**src/rtl/cpu_ctrl_pkg.sv**
```systemverilog
// Shared encodings for the cpu_ctrl instruction sequencer.
package cpu_ctrl_pkg;

    localparam int unsigned STATE_W = 3;

    typedef enum logic [STATE_W-1:0] {
        S_WAIT      = 3'd0,
        S_DECODE    = 3'd1,
        S_WRITE_IMM = 3'd2,
        S_GET_A     = 3'd3,
        S_GET_B     = 3'd4,
        S_OPERATE   = 3'd5,
        S_WRITE_REG = 3'd6
    } state_t;

    // Opcode / op field values
    localparam logic [2:0] OPC_MOV    = 3'b110;
    localparam logic [2:0] OPC_ALU    = 3'b101;
    localparam logic [1:0] OP_MOV_IMM = 2'b10;
    localparam logic [1:0] OP_MOV_REG = 2'b00;

    // Writeback source select
    localparam logic [1:0] VSEL_C   = 2'b00;
    localparam logic [1:0] VSEL_IMM = 2'b10;

    // ALU op codes (equal to the op field of ALU-class instructions)
    localparam logic [1:0] ALU_ADD = 2'b00;
    localparam logic [1:0] ALU_CMP = 2'b01;
    localparam logic [1:0] ALU_AND = 2'b10;
    localparam logic [1:0] ALU_MVN = 2'b11;

    // Shifter op codes
    localparam logic [1:0] SH_NONE = 2'b00;
    localparam logic [1:0] SH_LSL  = 2'b01;
    localparam logic [1:0] SH_LSR  = 2'b10;
    localparam logic [1:0] SH_ASR  = 2'b11;

    // Instruction class flags; exactly one is set for any IR value
    typedef struct packed {
        logic is_mov_imm;
        logic is_mov_reg;
        logic is_add;
        logic is_cmp;
        logic is_and;
        logic is_mvn;
        logic is_illegal;
    } iclass_t;

endpackage

```
**src/rtl/cpu_ctrl_instr_dec.sv**
```systemverilog
// Combinational instruction decoder: field slices, sximm8 and class flags.
module cpu_ctrl_instr_dec
    import cpu_ctrl_pkg::*;
#(
    parameter int unsigned n = 16
) (
    input  logic [n-1:0] ir,
    output logic [2:0]   rn,
    output logic [2:0]   rd,
    output logic [2:0]   rm,
    output logic [1:0]   op,
    output logic [1:0]   sh,
    output logic [n-1:0] sximm8,
    output iclass_t      cls
);

    logic [2:0] opcode;

    assign opcode = ir[15:13];
    assign op     = ir[12:11];
    assign rn     = ir[10:8];
    assign rd     = ir[7:5];
    assign sh     = ir[4:3];
    assign rm     = ir[2:0];
    assign sximm8 = {{(n-8){ir[7]}}, ir[7:0]};

    // Classify the instruction; anything not matched is illegal
    always_comb begin
        cls = '0;
        case (opcode)
            OPC_MOV: begin
                if (op == OP_MOV_IMM)      cls.is_mov_imm = 1'b1;
                else if (op == OP_MOV_REG) cls.is_mov_reg = 1'b1;
                else                       cls.is_illegal = 1'b1;
            end
            OPC_ALU: begin
                case (op)
                    ALU_ADD: cls.is_add = 1'b1;
                    ALU_CMP: cls.is_cmp = 1'b1;
                    ALU_AND: cls.is_and = 1'b1;
                    default: cls.is_mvn = 1'b1;
                endcase
            end
            default: cls.is_illegal = 1'b1;
        endcase
    end

endmodule

```
**src/rtl/cpu_ctrl.sv**
```systemverilog
// Multi-cycle control FSM driving register file and datapath enables.
module cpu_ctrl
    import cpu_ctrl_pkg::*;
#(
    parameter int unsigned n = 16
) (
    input  logic         clk,
    input  logic         reset,
    input  logic         s,
    input  logic [n-1:0] instr,
    output logic         w,
    output logic         done,
    output logic         illegal,
    output logic [2:0]   readnum,
    output logic [2:0]   writenum,
    output logic         write,
    output logic         loada,
    output logic         loadb,
    output logic         loadc,
    output logic         loads,
    output logic         asel,
    output logic         bsel,
    output logic [1:0]   vsel,
    output logic [1:0]   shift,
    output logic [1:0]   aluop,
    output logic [n-1:0] sximm8
);

    state_t       state;
    state_t       next_state;
    logic [n-1:0] ir;
    logic [2:0]   rn;
    logic [2:0]   rd;
    logic [2:0]   rm;
    logic [1:0]   op;
    logic [1:0]   sh;
    iclass_t      cls;

    cpu_ctrl_instr_dec #(.n(n)) u_dec (
        .ir     (ir),
        .rn     (rn),
        .rd     (rd),
        .rm     (rm),
        .op     (op),
        .sh     (sh),
        .sximm8 (sximm8),
        .cls    (cls)
    );

    // State register and instruction register; IR loads only on accept
    always_ff @(posedge clk or posedge reset) begin
        if (reset) begin
            state <= S_WAIT;
            ir    <= '0;
        end else begin
            state <= next_state;
            if (state == S_WAIT && s) begin
                ir <= instr;
            end
        end
    end

    // Next-state and Moore outputs decoded from state and IR
    always_comb begin
        next_state = state;
        w        = 1'b0;
        done     = 1'b0;
        illegal  = 1'b0;
        readnum  = 3'd0;
        writenum = 3'd0;
        write    = 1'b0;
        loada    = 1'b0;
        loadb    = 1'b0;
        loadc    = 1'b0;
        loads    = 1'b0;
        asel     = 1'b0;
        bsel     = 1'b0;
        vsel     = VSEL_C;
        shift    = SH_NONE;
        aluop    = ALU_ADD;

        case (state)
            S_WAIT: begin
                w = 1'b1;
                if (s) next_state = S_DECODE;
            end
            S_DECODE: begin
                if (cls.is_illegal) begin
                    done       = 1'b1;
                    illegal    = 1'b1;
                    next_state = S_WAIT;
                end else if (cls.is_mov_imm) begin
                    next_state = S_WRITE_IMM;
                end else if (cls.is_add || cls.is_cmp || cls.is_and) begin
                    next_state = S_GET_A;
                end else begin
                    next_state = S_GET_B;
                end
            end
            S_WRITE_IMM: begin
                write      = 1'b1;
                writenum   = rn;
                vsel       = VSEL_IMM;
                done       = 1'b1;
                next_state = S_WAIT;
            end
            S_GET_A: begin
                readnum    = rn;
                loada      = 1'b1;
                next_state = S_GET_B;
            end
            S_GET_B: begin
                readnum    = rm;
                loadb      = 1'b1;
                next_state = S_OPERATE;
            end
            S_OPERATE: begin
                shift = sh;
                aluop = op;
                asel  = cls.is_mov_reg || cls.is_mvn;
                if (cls.is_cmp) begin
                    loads      = 1'b1;
                    done       = 1'b1;
                    next_state = S_WAIT;
                end else begin
                    loadc      = 1'b1;
                    next_state = S_WRITE_REG;
                end
            end
            S_WRITE_REG: begin
                write      = 1'b1;
                writenum   = rd;
                vsel       = VSEL_C;
                done       = 1'b1;
                next_state = S_WAIT;
            end
            default: next_state = S_WAIT;
        endcase
    end

endmodule

```
**config.mk**
```make
export PLATFORM = sky130hd
export DESIGN_NAME = cpu_ctrl
export DESIGN_NICKNAME = d
export VERILOG_FILES = /design/src/rtl/cpu_ctrl_pkg.sv /design/src/rtl/cpu_ctrl_instr_dec.sv /design/src/rtl/cpu_ctrl.sv
export SDC_FILE = /design/constraint.sdc
export NUM_CORES = 1
export LEC_CHECK = 0
export ABC_CLOCK_PERIOD_IN_PS = 2460
export BUFFER_PORTS_ARGS = -buffer_cell sky130_fd_sc_hd__buf_2
export CORE_ASPECT_RATIO = 0.6
export CORE_MARGIN = 2
export CORE_UTILIZATION = 24
export DETAILED_ROUTE_END_ITERATION = 6
export PLACE_DENSITY = 0.49
export SYNTH_ARGS = -nofsm -noshare
export SYNTH_HDL_FRONTEND = slang
export SYNTH_SLANG_ARGS = --single-unit
```
**constraint.sdc**
```tcl
create_clock -name clk -period 2.46 [get_ports clk]
set_input_delay 0.492 -clock clk [delete_from_list [all_inputs] [get_ports clk]]
set_output_delay 0.492 -clock clk [all_outputs]
set_load 0.02 [all_outputs]
```
# == Yosys cells after proc, flatten, opt, wreduce, memory -nomap -nowiden ==
# Cells that the tools add are included.
# word_totals
regBits,19
input_bits,19
output_inout_bits,38
wordCells,54
# classes
eq_ne,11
muxes,33
reduce_logical,8
# op_table
op,count
2-to-1 mux 1 bit,18
== test 3 bit (second input constant),5
2-to-1 mux 3 bit,5
one-hot mux 3 bit (5 select lines),1
one-hot mux 3 bit (2 select lines),2
2-to-1 mux 2 bit,4
== test 3 x 2 -> 1 bit (second input constant),2
2-to-1 mux 4 bit,1
== test 3 x 1 -> 1 bit (second input constant),1
zero test 3 bit,1
logical OR 1 bit,3
one-hot mux 1 bit (3 select lines),1
OR reduction 3 bit,1
== test 2 x 1 -> 1 bit (second input constant),1
== test 2 bit (second input constant),1
zero test 2 bit,1
!= test 2 bit (second input constant),1
one-hot mux 1 bit (2 select lines),1
OR reduction 2 bit,1
logical AND 1 bit,1

# == Logic depth before layout (Yosys ltp) ==
# logic_depth
ltp_word,10
depth_mapped,5
mapped_depth_nobuf,3

# == Hierarchy ==
# Synthesis repeated with hierarchy kept, for this count alone.
# unflattened
hier_cells,126
area_unflattened_um2,1303.8
# by_module_without_submodules
mod,instances,cells_per_inst,area_per_inst_um2,seq_area_each_um2
cpu_ctrl,1,85,1016.0,475.5
cpu_ctrl_instr_dec,1,41,287.8,0.0

# == Least setup slack after synthesis ==
# No wires, ideal clock.
# synth_timing
kind,reg2out
from,register state[1]
to,output done
arrival_ns,1.704
t_required_ns,1.968
setup_slack_ns,0.264
path_stages_with_launch,4
path_buffers,0
cell_sequence,dfrtp_1 -> nand2b_1 -> nor4_1 -> a211o_1
# synth_via
elab_chain_cells,3
word_cells_on_any_way,6
classes_between,eq/ne: 4; mux: 1; reduce/logical: 1
# synth_lines
item,line_no,text
start: declaration,cpu_ctrl.sv:29,state_t state;
start signal: assignment,cpu_ctrl.sv:56,state <= next_state;
== test 3 x 2 -> 1 bit / == test 3 bit (equally long branches),cpu_ctrl.sv:82,case (state)
OR reduction 2 bit (no line),-,
one-hot mux 1 bit (3 select lines) (*),cpu_ctrl.sv:82,
end: declaration,cpu_ctrl.sv:12,"output logic done,"
# Mark *: on every way between the ends. The rest lies on a longest branch, timed or not.

# == Final worst setup path ==
# layout_timing
from,register state[1]
to,output loads
# layout_via
elab_chain_cells,2
# layout_lines
item,line_no,text
== test 3 bit,cpu_ctrl.sv:82,
2-to-1 mux 1 bit,cpu_ctrl.sv:82,
end: declaration,cpu_ctrl.sv:20,"output logic loads,"
# No other way between the ends.

==> results.sh <==
export IMPL_crit_path_max_fanout=8
export IMPL_startpoint="state[1]"
export IMPL_rows=19
export IMPL_critical_path_max_stage_delay_ns=0.46
export IMPL_syn_avg_cell_area_um2=10.89
export IMPL_finalSetupTns_ns=0
export IMPL_p_leak_nw=0.7416
export IMPL_cts_resized=0
export IMPL_reg2reg_setup_slack_ns=0.85
export IMPL_vias=892
export IMPL_hpwl_um=2137
export IMPL_drtAntennaViolNets=0
export IMPL_grt_usage_pct=10.01
export IMPL_cts_tree="done"
export IMPL_initial_core_util_pct=25.48
export IMPL_routed_via_density=4.208
export IMPL_die_w_um=94.81
export IMPL_critPathCapture="loads"
export IMPL_numCtsBuffers=3
export IMPL_clkLatencyLatePin_ns=0.26
export IMPL_yosysSeqAreaShare_pct=40.04
export IMPL_grt_max_degree=20
export IMPL_required_ns=1.97
export IMPL_critPathSlowestCell="dfrtp_1"
export IMPL_fp_coreArea_um2=4659
export IMPL_ctsLongestPathBuffers=2
export IMPL_port_buffers=54
export IMPL_nFillCells=530
export IMPL_slew_viol_final=0
export IMPL_routed_wl_um=2691
export IMPL_worstRegToRegCells=5
export IMPL_status="finished, final reports clean"
export IMPL_cts_sinks=19
export IMPL_die_h_um=58.49
export IMPL_cts_setup_buffers=0
export IMPL_yosysWarningCount=0
export IMPL_first_pass_iters=4
export IMPL_ys_types=32
export IMPL_min_period_ns=2.113
export IMPL_gp_congestion=0.6712
export IMPL_clock_fmax_mhz=473.4
export IMPL_grt_pass1_wl_um=4174
export IMPL_crit_path_start_kind="flop"
export IMPL_timing_worst_slew_pin_value_ns=0.7430
export IMPL_overflow=0
export IMPL_antenna_found_initial=0
export IMPL_clk_pin_slew_ns=0.08
export IMPL_fp_dieArea_um2=5545
export IMPL_final_period_utilization_pct=85.88
export IMPL_crit_path_end_kind="output pin"
export IMPL_placed_area_um2=1394
export IMPL_slew_headroom_pct=50.41
export IMPL_power_density_nw_per_um2=1433
export IMPL_final_common_cell="buf_2"
export IMPL_ctsHoldBuffers=0
export IMPL_layout_cells_most_common_list="54 x buf_2, 19 x dfrtp_1, 10 x mux2_4"
export IMPL_cts_max_level=1
export IMPL_r2r_start="state[2]"
export IMPL_first_global_vias=825
export IMPL_crit_arrival_ns=1.62
export IMPL_antenna_cells=0
export IMPL_crit_type="reg -> out"
export IMPL_register_area_um2=475.5
export IMPL_post_route_drc_count=0
export IMPL_wire_per_inst_um=12.69
export IMPL_finalSetupViolations=0
export IMPL_drv_cap=0
export IMPL_reg2reg_to="ir[13]"
export IMPL_design_area_um2=1440
export IMPL_hold_class="in -> async"
export IMPL_synthesis_instances=109
export IMPL_finalClockSkew_ns=0.01092
export IMPL_drt_iter0_drc=16
export IMPL_multi_input_area_um2=543.0
export IMPL_rsz0062_at_grt="false"
export IMPL_area_delta_synth_final_pct=21.29
export IMPL_vdd_drop_max_mv=0.3593
export IMPL_root_buffer="clkbuf_8"
export IMPL_syn_cell_area_um2=1187
export IMPL_drive_gt1_share_pct=52.35
export IMPL_cp_cell_sequence="nand2b_1, or2_2, nor3_1, buf_2"
export IMPL_fin_nets=169
export IMPL_ios=57
export IMPL_ys_ff_latch=19
export IMPL_hold_viol_final=0
[per-stage QoR]
stage                     util, %  cells  setup WS [ns]  power (W)  hold WS, ns
after floorplan                 -    110         0.2638   0.001701       0.4431
after global placement      29.91    208         0.6532   0.001839       0.5156
after detailed placement    29.91    208         0.6349   0.001863       0.5121
after CTS                   30.91    212         0.3283   0.002096       0.3823
after global routing        30.91    212         0.2096   0.002222       0.4211
final                       30.91    212         0.3475   0.002064       0.3448
[report_power, final]
part           switching [W]  leakage, nW  internal, W
clock network       0.000109       0.0255     0.000113
logic               0.000642        0.490     0.000537
registers           0.000192        0.227     0.000472
[state kept, by name, indices dropped and copies added (netlist names)]
| register | flops |
|---|---|
| state | 3 |
| ir | 16 |
[synthesized netlist by cell type]
cell type  instances  area, µm²
dfrtp_1           19      475.5
buf_4             18      135.1
mux2_4            10      150.1
nor2_1             9      33.78
and2_1             6      37.54
mux2_2             6      67.56
a22o_1             3      26.28
inv_1              3      11.26
mux2i_1            3      30.03
nand2b_1           3      18.77
o21ai_0            3      15.01
a21oi_1            2      10.01
and3b_1            2      17.52
buf_6              2      22.52
nand2_1            2      7.510
nor3_1             2      10.01
a211o_1            1      8.760
a221oi_1           1      8.760
and3_1             1      6.260
and4b_1            1      10.01
buf_1              1      3.750
conb_1             1      3.750
nand3b_1           1      7.510
nand4_1            1      6.260
nor2b_1            1      6.260
nor3_2             1      10.01
nor4_1             1      6.260
nor4b_1            1      8.760
nor4bb_1           1      10.01
o2111ai_1          1      8.760
o21bai_1           1      7.510
or2_2              1      6.260
[cell families (layout without fill, tap and decap cells)]
group / Yosys count / after routing / share of synthesized area [%]
AND/OR/NAND/NOR: 34 / 34 / 17.07
flip-flops: 19 / 19 / 40.04
multiplexers: 19 / 19 / 20.86
buffers and inverters: 24 / 63 / 14.54
AO/OA/AOI/OAI: 12 / 12 / 7.166
other: 1 / 2 / 0.3158
[worst min path at each step]
stage / slack (ns) / cells after the start / end
after global placement: 0.52 / 1 / ir[2]
after floorplan: 0.44 / 1 / ir[0]
final: 0.34 / 2 / ir[5]
after CTS: 0.38 / 2 / ir[5]
after detailed placement: 0.51 / 1 / ir[4]
after global routing: 0.42 / 2 / state[1]
[layout make-up]
| class | count | area share, % |
|---|---|---|
| Multi-Input combinational cell | 67 | 37.71 |
| Inverter | 3 | 0.7819 |
| Tap cell | 63 | 5.474 |
| Clock buffer | 3 | 2.867 |
| Timing Repair Buffer | 56 | 19.81 |
| Clock inverter | 1 | 0.3475 |
| Sequential cell | 19 | 33.01 |
[worst max-delay path, delay by kind of cell (launching register included)]
| kind | cells | cell delay (ns) |
|---|---|---|
| flops | 1 | 0.46 |
| buf+inv | 1 | 0.19 |
| simple gates | 3 | 0.72 |
[per-layer routing]
layer | vias to the layer above | track usage [%] | wire [µm] | part of all wire [%]
li1 | 439 | - | - | -
met1 | 411 | 14.23 | 1343 | 50
met2 | 40 | 15.40 | 1143 | 42
met3 | 2 | 3.585 | 201 | 7.5
met4 | 0 | 0.6211 | 3 | 0.11
met5 | - | 0 | 0 | 0
Note: power is estimated with default switching activity, not from simulation.
